<file path="src/rtl/apb_slave_mem.sv">
// apb_slave_mem: APB completer backed by a word-addressed register bank.
// Programmable wait states, error response and a sticky protocol flag.
module apb_slave_mem #(
   parameter int          SEL_BIT     = 0,
   parameter logic [31:0] BASE_ADDR   = 32'h8000_0000,
   parameter int          DEPTH       = 16,
   parameter int          WAIT_CYCLES = 0
) (
   input  logic        Hclk,
   input  logic        Hresetn,
   input  logic [2:0]  Pselx,
   input  logic        Penable,
   input  logic        Pwrite,
   input  logic [31:0] Paddr,
   input  logic [31:0] Pwdata,
   output logic [31:0] Prdata,
   output logic        Pready,
   output logic        Pslverr,
   output logic        prot_err,
   output logic [15:0] xfer_count
);
   localparam int          AW     = $clog2(DEPTH);
   localparam logic [31:0] LIMIT  = 32'(DEPTH * 4);
   localparam logic [3:0]  WAIT_N = 4'(WAIT_CYCLES);

   typedef enum logic {IDLE, ACCESS} state_t;

   state_t        state;
   logic [31:0]   mem [DEPTH];
   logic [31:0]   addr_q;
   logic [31:0]   rd_q;
   logic [AW-1:0] idx_q;
   logic          write_q;
   logic          err_q;
   logic [3:0]    cnt_q;

   logic          sel;
   logic          setup;
   logic          access_ok;
   logic          capture;
   logic          err;
   logic [31:0]   off;
   logic [AW-1:0] idx;
   logic          unused_sel;

   assign sel        = Pselx[SEL_BIT];
   assign unused_sel = ^Pselx;
   assign setup      = sel & ~Penable;
   assign off        = Paddr - BASE_ADDR;
   // Addresses below the base wrap high and fail the range test.
   assign err        = (|Paddr[1:0]) | (off >= LIMIT);
   assign idx        = off[AW+1:2];

   assign access_ok = sel & Penable & (Paddr == addr_q) & (Pwrite == write_q);
   assign capture   = setup & ((state == IDLE) | ~access_ok);

   assign Pready  = sel & (state == ACCESS) & (cnt_q == WAIT_N);
   assign Pslverr = Pready & err_q;
   assign Prdata  = (sel & (state == ACCESS) & ~write_q) ? rd_q : '0;

   always_ff @(posedge Hclk or negedge Hresetn) begin
      if (!Hresetn) begin
         state      <= IDLE;
         addr_q     <= '0;
         idx_q      <= '0;
         write_q    <= 1'b0;
         err_q      <= 1'b0;
         cnt_q      <= '0;
         rd_q       <= '0;
         prot_err   <= 1'b0;
         xfer_count <= '0;
         for (int i = 0; i < DEPTH; i++) mem[i] <= '0;
      end else begin
         unique case (state)
            IDLE: begin
               if (sel & Penable) prot_err <= 1'b1;
            end
            ACCESS: begin
               if (access_ok) begin
                  if (cnt_q == WAIT_N) begin
                     if (write_q & ~err_q) mem[idx_q] <= Pwdata;
                     xfer_count <= xfer_count + 16'd1;
                     state      <= IDLE;
                  end else begin
                     cnt_q <= cnt_q + 4'd1;
                  end
               end else begin
                  prot_err <= 1'b1;
                  state    <= IDLE;
               end
            end
            default: state <= IDLE;
         endcase
         // A setup phase, including one arriving on an aborting cycle,
         // starts a fresh transfer.
         if (capture) begin
            state   <= ACCESS;
            addr_q  <= Paddr;
            idx_q   <= idx;
            write_q <= Pwrite;
            err_q   <= err;
            cnt_q   <= '0;
            rd_q    <= (!Pwrite && !err) ? mem[idx] : '0;
         end
      end
   end
endmodule

</file>
<file path="config.mk">
export PLATFORM = sky130hd
export DESIGN_NAME = apb_slave_mem
export DESIGN_NICKNAME = d
export VERILOG_FILES = /design/src/rtl/apb_slave_mem.sv
export SDC_FILE = /design/constraint.sdc
export NUM_CORES = 1
export LEC_CHECK = 0
export ABC_CLOCK_PERIOD_IN_PS = 3400
export BUFFER_PORTS_ARGS = -buffer_cell sky130_fd_sc_hd__buf_2
export CORE_MARGIN = 1.5
export CORE_UTILIZATION = 56
export CTS_CLUSTER_DIAMETER = 100
export DETAILED_ROUTE_END_ITERATION = 7
export GPL_TIMING_DRIVEN = 0
export PLACE_DENSITY = 0.84
export SETUP_SLACK_MARGIN = 0.4
export SLEW_MARGIN = 5
export SYNTH_ARGS = -nofsm -noshare
export SYNTH_HDL_FRONTEND = slang
export SYNTH_SLANG_ARGS = --single-unit
export TNS_END_PERCENT = 20
</file>
<file path="constraint.sdc">
create_clock -name Hclk -period 3.4 [get_ports Hclk]
set_clock_uncertainty 0.2 [all_clocks]
set_input_delay 0.34 -clock Hclk [delete_from_list [all_inputs] [get_ports Hclk]]
set_output_delay 0.34 -clock Hclk [all_outputs]
set_load 0.02 [all_outputs]
</file>
==> impl_metrics.ini, run 1 <==
[timing]
tightest_slew_ps = 1230
drv_slew = 0
max_freq_mhz = 268
fin_crit_sh = 1.10
fin_crit_ps = 3730
timing.final.ws_setup_ps = -332
final_hold_viol_count = 0
rsz0062_at_grt = yes
slew_headroom = 0.177
setup_viol = 495

[place]
gp_congestion = 0.875
place_area_um2 = 28800
post-place-cells = 2496
dpl.hpwl_um = 44200
port_buffers = 116

[cts]
clockRootBuffer = clkbuf_16
clkTransAtPathRegs_ps = 60
cts_max_level = 2
cts_tree = done
clk_latency_ps = 630
numCtsBuffers = 58
clock_path_buffers = 3
cts_sinks = 600

[drt]
num_vias = 17882
drc = 0
routed.top_layer = met4
met2_length_um = 38800
detail-route-antenna-nets = 0
wl_per_cell_um = 29.0
wl_um = 78800
met3RoutedLength_um = 6580
wl_met1_um = 28900
dr.pass1.iters = 6
drt_iter0_drc = 1764
viasPerCell = 6.59

[synthesis]
synthTopCellsByCount = dfrtp_1 (600), mux2_2 (450), mux4_2 (159)
synth.most_common_cell = dfrtp_1
syn_avg_cell_area_um2 = 15.5
ys_types = 39
yosysTopAreaCellShare = 0.551
syn_area_um2 = 27200
yosysTopAreaCell = dfrtp_1
synth-async-reset-ratio = 1.00
synth_edf_count = 0
yosysWarningCount = 0
synth_seq_area_share = 0.551
synth.ff_latch_count = 600
syn-instance-count = 1759
ys_top_cells_by_area = dfrtp_1 (55%), mux2_2 (19%), mux4_2 (13%)
ys.flop_type = dfrtp_1
synth_nets = 1833

[cells_and_area]
postLayoutCoreUtil = 0.686
stdcell_count = 2714
drive_gt1_frac = 0.471
final_cell_area_um2 = 32800
nets = 2132
final.fill_count = 2813
layout-area-overhead-vs-synth_pct = 20.6

[pwr]
p_seq_frac = 0.497
clkPwrFrac = 0.442
intPower_mw = 11.1
power_per_cell_area_nw_per_um2 = 443
p_total_mw = 14.6
power.switching_mw = 3.42
p_sw_frac = 0.235
comb_power_share = 0.061
leakage_nw = 16.1
ir_worst_vdd_v = 0.000344

[grt]
grt_antenna_before_repair = 2
overflow = 0
grt_pass1_wl_um = 115000
grt_pass1_vias = 19067
grt.total_usage = 0.305
grt_max_degree = 129

[die]
die_area_um2 = 50000
fp.coreArea_um2 = 47800
fp.dieW_um = 224
num_rows = 80
initial_core_util = 0.569
ioPinCount = 122
die-height_um = 224

[worst_setup_path]
end_kind = flop
startpoint = addr_q[4]
path_max_fanout = 10
rr_startpoint = addr_q[4]
path_class = flop to flop
crit_required_ps = 3700
start_kind = flop
cp.arrival_ps = 4030

[run]
maxCapViolCount = 0

[outcome]
status = complete, but fails checks
violations = setup timing

[hold_path]
worst_hold_path_type = primary input to asynchronous set/reset pin
==> cells by family (layout without fill, tap and decap cells) <==
| logic type | after synthesis | in the layout | share of synthesized area |
|---|---|---|---|
| AO/OA/AOI/OAI | 51 | 51 | 0.0160 |
| AND/OR/NAND/NOR | 225 | 225 | 0.0429 |
| adder cells (fa/ha/maj) | 3 | 3 | 0.00138 |
| buffers and inverters | 164 | 502 | 0.0261 |
| flip-flops | 600 | 600 | 0.551 |
| XOR/XNOR | 41 | 41 | 0.0132 |
| other | 0 | 2 | 0 |
| multiplexers | 675 | 675 | 0.349 |
==> layer usage <==
metal,vias to the layer above,GRT usage
li1,7083,-
met1,9447,0.385
met2,1029,0.500
met3,323,0.0624
met4,0,0.165
met5,-,0
==> repair_timing <==
item / CTS / global route
cloned: 8 / 4
setup buffers: 22 / 19
endpoints found under the hold margin: 358 / 0
pin swaps: 10 / 7
gates resized for setup: 166 / 60
hold buffers: 64 / 0
setup endpoints to repair: 581 / 592
==> sequential cells by signal (all words and copies together) (netlist names) <==
register    flops
mem           512
addr_q         32
rd_q           32
xfer_count     16
cnt_q           4
err_q           1
prot_err        1
state           1
write_q         1
==> power groups by stage <==
stage	Combinational [mW]	Clock, mW	Sequential, mW
finish	0.883	6.44	7.24
global route	0.943	6.72	7.24
CTS	0.821	6.40	7.23
detailed placement	0.732	0	7.36
global placement	0.678	0	7.36
floorplan	0.336	0	7.35
==> critical path: stages (launching register included) <==
cell and delay, ps:
dfrtp_1 390, buf_12 130, xor2_1 170, nor4_1 460, nand2_1 200, or4_4 530, buf_6 170, buf_12 150
or4_4 520, buf_8 170, buf_8 160, mux2_4 340
==> worst paths after layout <==
path                                   to  slack (ps)  depth (start not counted)
max reg2reg                      mem[373]        -330                         11
min reg2reg                      prot_err         270                          1
min in group Hclk                 rd_q[0]         110                          3
min                        xfer_count[14]          50                          2
max                              mem[373]        -330                         11
max in group asynchronous        mem[398]        1240                          5
==> through the flow <==
stage / setup slack (ps) / hold WS, ps / TNS, ps
4_1_cts: 6.42 / 58.6 / 0
2_1_floorplan: 255 / -156 / 0
6_report: -332 / 50.9 / -76880
3_5_place_dp: -909 / 132 / -225950
3_3_place_gp: -9670 / 237 / -5999630
5_1_grt: -270 / 112 / -54390
==> cell usage in the layout (no fill, tap or decap), types with 12 or more instances in the layout <==
| cell | instances |
|---|---|
| dfrtp_1 | 600 |
| mux2_2 | 445 |
| mux4_2 | 159 |
| buf_2 | 116 |
| nand2_1 | 108 |
| clkbuf_1 | 88 |
| dlygate4sd3_1 | 64 |
| clkbuf_16 | 63 |
| buf_12 | 36 |
| mux2_4 | 35 |
| and2_1 | 34 |
| xor2_1 | 33 |
| mux2_1 | 33 |
| a32o_1 | 32 |
| buf_6 | 29 |
| buf_4 | 24 |
| clkbuf_8 | 19 |
| nor4_1 | 14 |
| inv_1 | 13 |
| buf_16 | 12 |
==> final cells by class <==
class,count,area [um^2],share of cell area
Antenna cell,2,5.00,0.000152
Sequential cell,600,15000,0.457
Tap cell,615,769,0.0234
Timing Repair Buffer,239,2180,0.0663
Buffer,151,1320,0.0403
Inverter,13,48.8,0.00149
Multi-Input combinational cell,995,11600,0.354
Clock inverter,10,104,0.00316
Clock buffer,89,1760,0.0536
(Power assumes the default switching activity.)
==> run 2: changes to the inputs <==
RECOVER_POWER = 50   (was default)
==> run 2 against run 1 <==
  * The run ends with capacitance limit, slew limit, setup timing left
  * Hold slack better by 65 ps
  * Non-clock buffer count stayed put
  * Sequential cell count stayed put
  * Critical path type unchanged
  * Largest cell class unchanged
==> impl_metrics.ini, run 2 (synthesized netlist as in run 1, its figures left out) <==
[cts]
cts_tree = done
numCtsBuffers = 58
clkTransAtPathRegs_ps = 60
clk_latency_ps = 630
clock_path_buffers = 3
clockRootBuffer = clkbuf_16
cts_sinks = 600
cts_max_level = 2

[timing]
tightest_slew_ps = 1790
final_hold_viol_count = 0
max_freq_mhz = 270
setup_viol = 485
drv_slew = 70
rsz0062_at_grt = yes
timing.hold.ws_ps = 116
timing.final.ws_setup_ps = -305
fin_crit_sh = 1.09
tns_ps = -62930
fin_crit_ps = 3710
slew_headroom = -0.196

[cells_and_area]
largest-register = mem
final_common_cell = dfrtp_1
stdcell_count = 2714
largest_register_ffs = 512
final_cell_area_um2 = 32800
multi_input_area_um2 = 11600
layout-area-overhead-vs-synth_pct = 20.4
final_cell_mix = dfrtp_1 (600), mux2_2 (445), mux4_2 (159), nand2_1 (108), clkbuf_1 (108)
drive_gt1_frac = 0.462
ff_latch_area_um2 = 15000
reg.largest.list = mem x512, addr_q x32, rd_q x32
nets = 2132
final.fill_count = 2833
postLayoutCoreUtil = 0.685

[drt]
drc = 0
wl_met1_um = 28600
drt_iter0_drc = 1715
wl_um = 78800
viasPerCell = 6.59
wl_per_cell_um = 29.0
routed.top_layer = met4
met3RoutedLength_um = 6930
num_vias = 17873
dr.pass1.iters = 5
detail-route-antenna-nets = 0
met2_length_um = 38800

[pwr]
power_per_cell_area_nw_per_um2 = 444
p_total_mw = 14.6
ir_worst_vdd_v = 0.000344
leakage_nw = 16.1

[grt]
grt_max_degree = 129
grt.total_usage = 0.305
grt_pass1_vias = 19067
grt_antenna_before_repair = 2
overflow = 0
grt_pass1_wl_um = 115000

[place]
post-place-cells = 2496
dpl.hpwl_um = 44200
gp_congestion = 0.875
port_buffers = 116
place_ws_ps = -909
place_area_um2 = 28800

[die]
fp.coreArea_um2 = 47800
ioPinCount = 122
fp.dieW_um = 224
initial_core_util = 0.569
num_rows = 80
die_area_um2 = 50000
die-height_um = 224

[hold_path]
hp-start = Pwrite
worst_hold_path_type = primary input to flop

[worst_setup_path]
cp.arrival_ps = 4000
end_kind = flop
path_class = flop to flop
start_kind = flop
path_max_fanout = 10
startpoint = addr_q[4]
crit_required_ps = 3700
rr_startpoint = addr_q[4]

[outcome]
status = complete, but fails checks
violations = capacitance limit, slew limit, setup timing

[run]
maxCapViolCount = 1
==> run 2: changes by cell type in the layout (fill, tap and decap cells not counted) <==
| cell | previous run | this run |
|---|---|---|
| buf_12 | 36 | 37 |
| clkbuf_2 | 4 | 5 |
| buf_8 | 10 | 9 |
| buf_4 | 24 | 23 |
| buf_2 | 116 | 97 |
| buf_6 | 29 | 30 |
| clkbuf_1 | 88 | 108 |
| buf_16 | 12 | 10 |
==> run 2: cell type report <==
cell class,instances,share of cell area
multi-input cells,995,0.355
clock buffers,89,0.0537
repair buffers,239,0.0645
inverters,13,0.00149
plain buffers,151,0.0403
flip-flops and latches,600,0.458
diodes,2,0.000153
clock inverters,10,0.00317
well taps,615,0.0235
==> run 2: what timing repair did <==
item                                   CTS  global route
pin swaps                               10             7
setup buffers                           22            19
gates resized for setup                166            60
hold buffers                            64             0
setup endpoints to repair              581           592
endpoints found under the hold margin  358             0
cloned                                   8             4
==> run 2: final timing paths <==
path	endpoint	slack [ps]	cells after the start
setup / recovery	mem[373]	-310	11
hold reg to reg	prot_err	270	1
min in group asynchronous	xfer_count[14]	520	2
max in group asynchronous	mem[398]	400	5
hold / removal	rd_q[0]	120	3
setup reg to reg	mem[373]	-310	11
==> run 2: power breakdown <==
group | switching (mW) | leakage [nW] | internal (mW)
combinational | 0.603 | 6.84 | 0.271
clock | 2.76 | 0.925 | 3.68
sequential | 0.0511 | 8.30 | 7.19
total | 3.42 | 16.1 | 11.1
==> run 2: per-layer routing <==
| metal | global-route usage | vias to the layer above |
|---|---|---|
| met5 | 0 | - |
| met4 | 0.165 | 0 |
| met3 | 0.0624 | 328 |
| met2 | 0.500 | 1048 |
| met1 | 0.385 | 9416 |
| li1 | - | 7081 |
==> run 2: worst max-delay path, stage by stage (launching register included) <==
cell,delay [ps]
dfrtp_1,390
buf_12,130
xor2_1,180
nor4_1,430
nand2_1,200
or4_4,530
buf_6,170
buf_12,150
or4_4,520
buf_8,170
buf_8,160
mux2_4,340
